File: config.mk
export PLATFORM = sky130hd
export DESIGN_NAME = inst_queue
export DESIGN_NICKNAME = d
export VERILOG_FILES = /design/src/rtl/inst_queue.sv
export SDC_FILE = /design/constraint.sdc
export NUM_CORES = 1
export LEC_CHECK = 0
export ABC_AREA = 0
export CORE_ASPECT_RATIO = 1.2
export CORE_MARGIN = 2
export CORE_UTILIZATION = 55
export CTS_CLUSTER_SIZE = 8
export DETAILED_ROUTE_END_ITERATION = 16
export HOLD_SLACK_MARGIN = 0.02
export PLACE_DENSITY = 0.75
export SYNTH_ARGS = -nofsm -noshare
export SYNTH_HDL_FRONTEND = slang
export SYNTH_SLANG_ARGS = --single-unit
File: constraint.sdc
create_clock -name clk_in -period 8.3 [get_ports clk_in]
set_input_delay 1.66 -clock clk_in [delete_from_list [all_inputs] [get_ports clk_in]]
set_output_delay 1.66 -clock clk_in [all_outputs]
set_load 0.05 [all_outputs]
File: src/rtl/inst_queue.sv
// Show-ahead instruction FIFO between fetcher and decoder, flushed by the ROB.
// Optional macro INST_QUEUE_BYPASS_EN: zero-latency fetch-to-decoder path when the queue is empty.
module inst_queue #(
  parameter int QUEUE_SIZE_LOG2 = 4,
  parameter int INST_W          = 32,
  parameter int ADDR_W          = 32
) (
  input  logic              clk_in,
  input  logic              rstn_in,
  input  logic              rdy_in,
  input  logic              rob_flush_in,
  input  logic              fetcher_en_in,
  input  logic [INST_W-1:0] fetcher_inst_in,
  input  logic [ADDR_W-1:0] fetcher_pc_in,
  output logic              fetcher_full_out,
  input  logic              dispatcher_stall_in,
  output logic              decoder_inst_en_out,
  output logic [INST_W-1:0] decoder_inst_out,
  output logic [ADDR_W-1:0] decoder_pc_out
);
  localparam int DEPTH = 1 << QUEUE_SIZE_LOG2;
  localparam logic [QUEUE_SIZE_LOG2:0] FULL_CNT = (QUEUE_SIZE_LOG2+1)'(DEPTH);

  logic [INST_W-1:0]          inst_mem [DEPTH];
  logic [ADDR_W-1:0]          pc_mem   [DEPTH];
  logic [QUEUE_SIZE_LOG2-1:0] head, tail;
  logic [QUEUE_SIZE_LOG2:0]   count;

  logic active, empty, full, pop, push, byp, byp_take;

  assign active = rdy_in & ~rob_flush_in;
  assign empty  = (count == '0);
  assign full   = (count == FULL_CNT);

`ifdef INST_QUEUE_BYPASS_EN
  // Empty queue: forward the fetched word; it is only stored if the decoder stalls.
  assign byp      = empty & fetcher_en_in & active;
  assign byp_take = byp & ~dispatcher_stall_in;
`else
  assign byp      = 1'b0;
  assign byp_take = 1'b0;
`endif

  assign pop  = active & ~empty & ~dispatcher_stall_in;
  assign push = active & fetcher_en_in & (~full | pop) & ~byp_take;

  assign fetcher_full_out    = full;
  assign decoder_inst_en_out = ~empty | byp;

  always_comb begin
    decoder_inst_out = '0;
    decoder_pc_out   = '0;
    if (!empty) begin
      decoder_inst_out = inst_mem[head];
      decoder_pc_out   = pc_mem[head];
    end else if (byp) begin
      decoder_inst_out = fetcher_inst_in;
      decoder_pc_out   = fetcher_pc_in;
    end
  end

  // Storage carries no reset; validity is tracked entirely by count.
  always_ff @(posedge clk_in) begin
    if (push) begin
      inst_mem[tail] <= fetcher_inst_in;
      pc_mem[tail]   <= fetcher_pc_in;
    end
  end

  always_ff @(posedge clk_in or negedge rstn_in) begin
    if (!rstn_in) begin
      head  <= '0;
      tail  <= '0;
      count <= '0;
    end else if (rdy_in && rob_flush_in) begin
      head  <= '0;
      tail  <= '0;
      count <= '0;
    end else begin
      if (pop)  head <= head + 1'b1;
      if (push) tail <= tail + 1'b1;
      case ({push, pop})
        2'b10:   count <= count + 1'b1;
        2'b01:   count <= count - 1'b1;
        default: count <= count;
      endcase
    end
  end
endmodule

==> results.md <==
- Sw frac: 28.0%
- Via Count: 18,536
- Main combinational cell family by area after synthesis: multiplexers
- Post-CTS setup buffers: 0
- CTS max path bufs: 3
- Fmax: 168 MHz
- Post-DP HPWL: 41.7 mm
- Pre-Repair DR Iteration Count: 7
- Die Ht: 298 µm
- Ys Warns: 0
- Synth Area in Simple Gates: 0.813%
- Crit path largest cell delay: 1.08 ns
- Clk pin slew, worst setup/hold paths: 0.05 ns
- Arrival time worst endpoint: 4.31 ns
- Hold Slack: 0.597 ns
- Static leakage: 13.9 nW
- Async SR Flop Fraction: 1.25%
- I/O Pins: 136
- Site Rows: 107
- Clock insertion delay at the later pin of the skew report: 0.72 ns
- Crit path cell chain: buf_4, mux4_2, mux2i_1, o22ai_1, clkdlybuf4s50_1
- Wire per inst: 30.8 µm
- Hold Path Class: register to register
- ANT nets after route: 0
- TritonCTS Sinks: 1,037
- Setup tns final: 0 ns
- Unrepaired setup endpoints after global routing: false
- Pin count of the biggest net entering global routing: 115
- Cell Area, Synth: 0.0397 mm²
- Mux cell area share after synthesis: 18.0%
- Die Width: 249 µm
- Post-placement cell count: 2,681
- Hold_buf cts: 0
- Clock power share: 36.4%
- Vias in the first global route: 19,975
- Slew Limit Fails: 0
- Critical Path End Type: output pin
- Crit-path max FO: 47
- Status: complete, no violations
- Place WS: 2.92 ns
- Worst-case reg-to-reg path depth: 5
- DIE AREA: 0.0744 mm²
- WL final: 87.7 mm
- Register area share after synthesis: 78.3%
- Number of synthesized flops with an enable pin: 1,024
- Worst R2R Setup Slack: 5.04 ns
- Int Pwr: 0.0103 W
- Syn Area/Cell: 23.6 µm²
- Share of layout cells above drive strength 1: 24.6%
- Max Cap Violations: 0
- Element type at the critical path start: register
- Switch Pwr: 0.00398 W
- Flop pwr share: 41.5%
- HP Start: tail[1]
- Cell taking the most area after synthesis: edfxtp_1
- Final core utilization: 64.7%
- Synth Instances: 1,682
- Clock skew: 0.0205 ns
- Final worst slack: 2.33 ns
- Worst vdd rail ir drop: 259 µV
- R2R Path Start: count[0]
- Final non-filler cell total: 2,850
- Synth Area in XOR/XNOR: 0.132%
- Synth cell types: 44
- Compound-cell area share of the yosys netlist: 1.36%
- Register area: 0.0311 mm²
- CTS tree: built
- Final setup fails: 0
- CTS buffer count: 147
- Initial antenna violation count: 6
- R2R Path End: pc_mem[10][27]
- First-pass GRT wire length: 130 mm
- Synth Register Bits: 1,037
- Multi-input gate area: 0.00825 mm²
- Period minus WS final: 5.97 ns
- End of the worst hold path: tail[1]
- Syn Nets: 1,761
- Via/cell ratio: 6.50
- Synth top area share: 77.4%
- PortBufs: 135
- Gpl congestion: 0.751
- GRT Residual Overflow: 0
- Crit share post-route: 71.9%
- Combinational fraction of design power: 22.0%
- CP max-delay cell: dfrtp_4
- Fillers: 4,502
- Maximum level of the CTS H-tree: 4
- Drt drc: 0
- Post-Synth Adder-Cell Area: 0.303%
- Layout area overhead: 16.0%
- Slew at the pin closest to its max-slew limit: 1.03 ns
- Pwr dens: 309 mW/mm²
- Root Buffer: clkbuf_16
- GRT Overall Usage: 24.3%
- Buf/Inv on CP: 2
- Synth top area cells: edfxtp_1 (77%), mux4_2 (15%), mux2i_1 (3.4%), o22ai_1 (1.0%), dfrtp_1 (0.82%)
- Final hold violations: 0
- Detailed Route Iter0 Violations: 2,101
- Core box area: 0.0712 mm²
- Final nets: 1,983
- Hold path cells: 2
- Post-CTS resize count: 0
- Crit path kind: register to output pin
- Slew headroom: 31.4%
- Crit-path leading delay family: buffers and inverters
- Predominant post-synthesis flop cell: edfxtp_1
- Critical Path RT: 6.64 ns
- Initial core utilization: 55.7%
==> power by group through the flow <==
stage                     registers [W]  clock network [W]  logic [W]
final                           0.00592            0.00519    0.00313
after global routing            0.00592            0.00546    0.00330
after CTS                       0.00592            0.00526    0.00318
after detailed placement        0.00602                  0    0.00315
after global placement          0.00601                  0    0.00313
after floorplan                 0.00593                  0    0.00230
==> sequential cells by signal, indices dropped and copies added, names as in the netlist <==
name,flops
inst_mem,512
count,5
tail,4
pc_mem,512
head,4
==> worst min-delay path, cell delays in order (launching register included) <==
cell	delay, ns
dfrtp_1	0.42
nand2_1	0.08
a21oi_1	0.06
==> worst max path at each step <==
stage	startpoint	endpoint	slack [ns]	cells after the start
floorplan	rob_flush_in	inst_mem[3][0]	2.21	3
global placement	head[0]	decoder_pc_out[20]	2.96	5
detailed placement	head[0]	decoder_pc_out[22]	2.92	5
CTS	head[0]	decoder_pc_out[22]	2.16	5
global route	head[0]	decoder_pc_out[20]	2.01	5
finish	head[0]	decoder_pc_out[17]	2.33	5
==> cell families after synthesis <==
logic type               after synthesis
AO/OA/AOI/OAI                         84
multiplexers                         392
AND/OR/NAND/NOR                       56
flip-flops                          1037
adder cells (fa/ha/maj)                9
buffers and inverters                 98
XOR/XNOR                               6
==> metrics by stage <==
stage	area, µm²	total power (W)
finish	46000	0.0142
global route	46000	0.0147
CTS	46000	0.0144
detailed placement	42100	0.00917
global placement	42100	0.00914
floorplan	39700	0.00823
==> cell usage in the layout (no fill, tap or decap), types with 7 or more instances in the layout <==
| cell type | count |
|---|---|
| mux2i_1 | 135 |
| edfxtp_1 | 1024 |
| nand2_1 | 9 |
| clkbuf_16 | 150 |
| clkdlybuf4s50_1 | 135 |
| nor2_1 | 10 |
| dfrtp_1 | 10 |
| mux4_2 | 256 |
| o22ai_1 | 64 |
| buf_4 | 25 |
| ha_1 | 8 |
| inv_6 | 7 |
| and2_4 | 7 |
| inv_1 | 7 |
==> synth_stat cells (4+ instances only) <==
| cell | n |
|---|---|
| clkbuf_1 | 19 |
| nor2_1 | 11 |
| a21oi_1 | 5 |
| and2_1 | 9 |
| and3_1 | 4 |
| buf_2 | 36 |
| edfxtp_1 | 1024 |
| mux2i_1 | 135 |
| nand2b_1 | 6 |
| mux4_2 | 256 |
| buf_4 | 12 |
| buf_1 | 23 |
| o22ai_1 | 64 |
| nand2_1 | 10 |
| ha_1 | 8 |
| xor2_1 | 4 |
| inv_1 | 7 |
| dfrtp_1 | 13 |
==> metal layers <==
metal | routed length, µm | share of wire [%] | GRT usage (%)
met2 | 46000 | 52 | 41.3
met3 | 6040 | 6.9 | 4.73
met1 | 33500 | 38 | 31.8
met5 | 51 | 0.058 | 0
met4 | 2070 | 2.4 | 8.10
==> layout make-up <==
| cell class | count | share of cell area (%) |
|---|---|---|
| flip-flops and latches | 1037 | 67.5 |
| clock inverters | 12 | 0.293 |
| repair buffers | 164 | 3.52 |
| well taps | 926 | 2.52 |
| clock buffers | 156 | 8.20 |
| multi-input cells | 547 | 17.9 |
| inverters | 7 | 0.0571 |
| diodes | 1 | 0.00543 |
(Power assumes the default switching activity.)
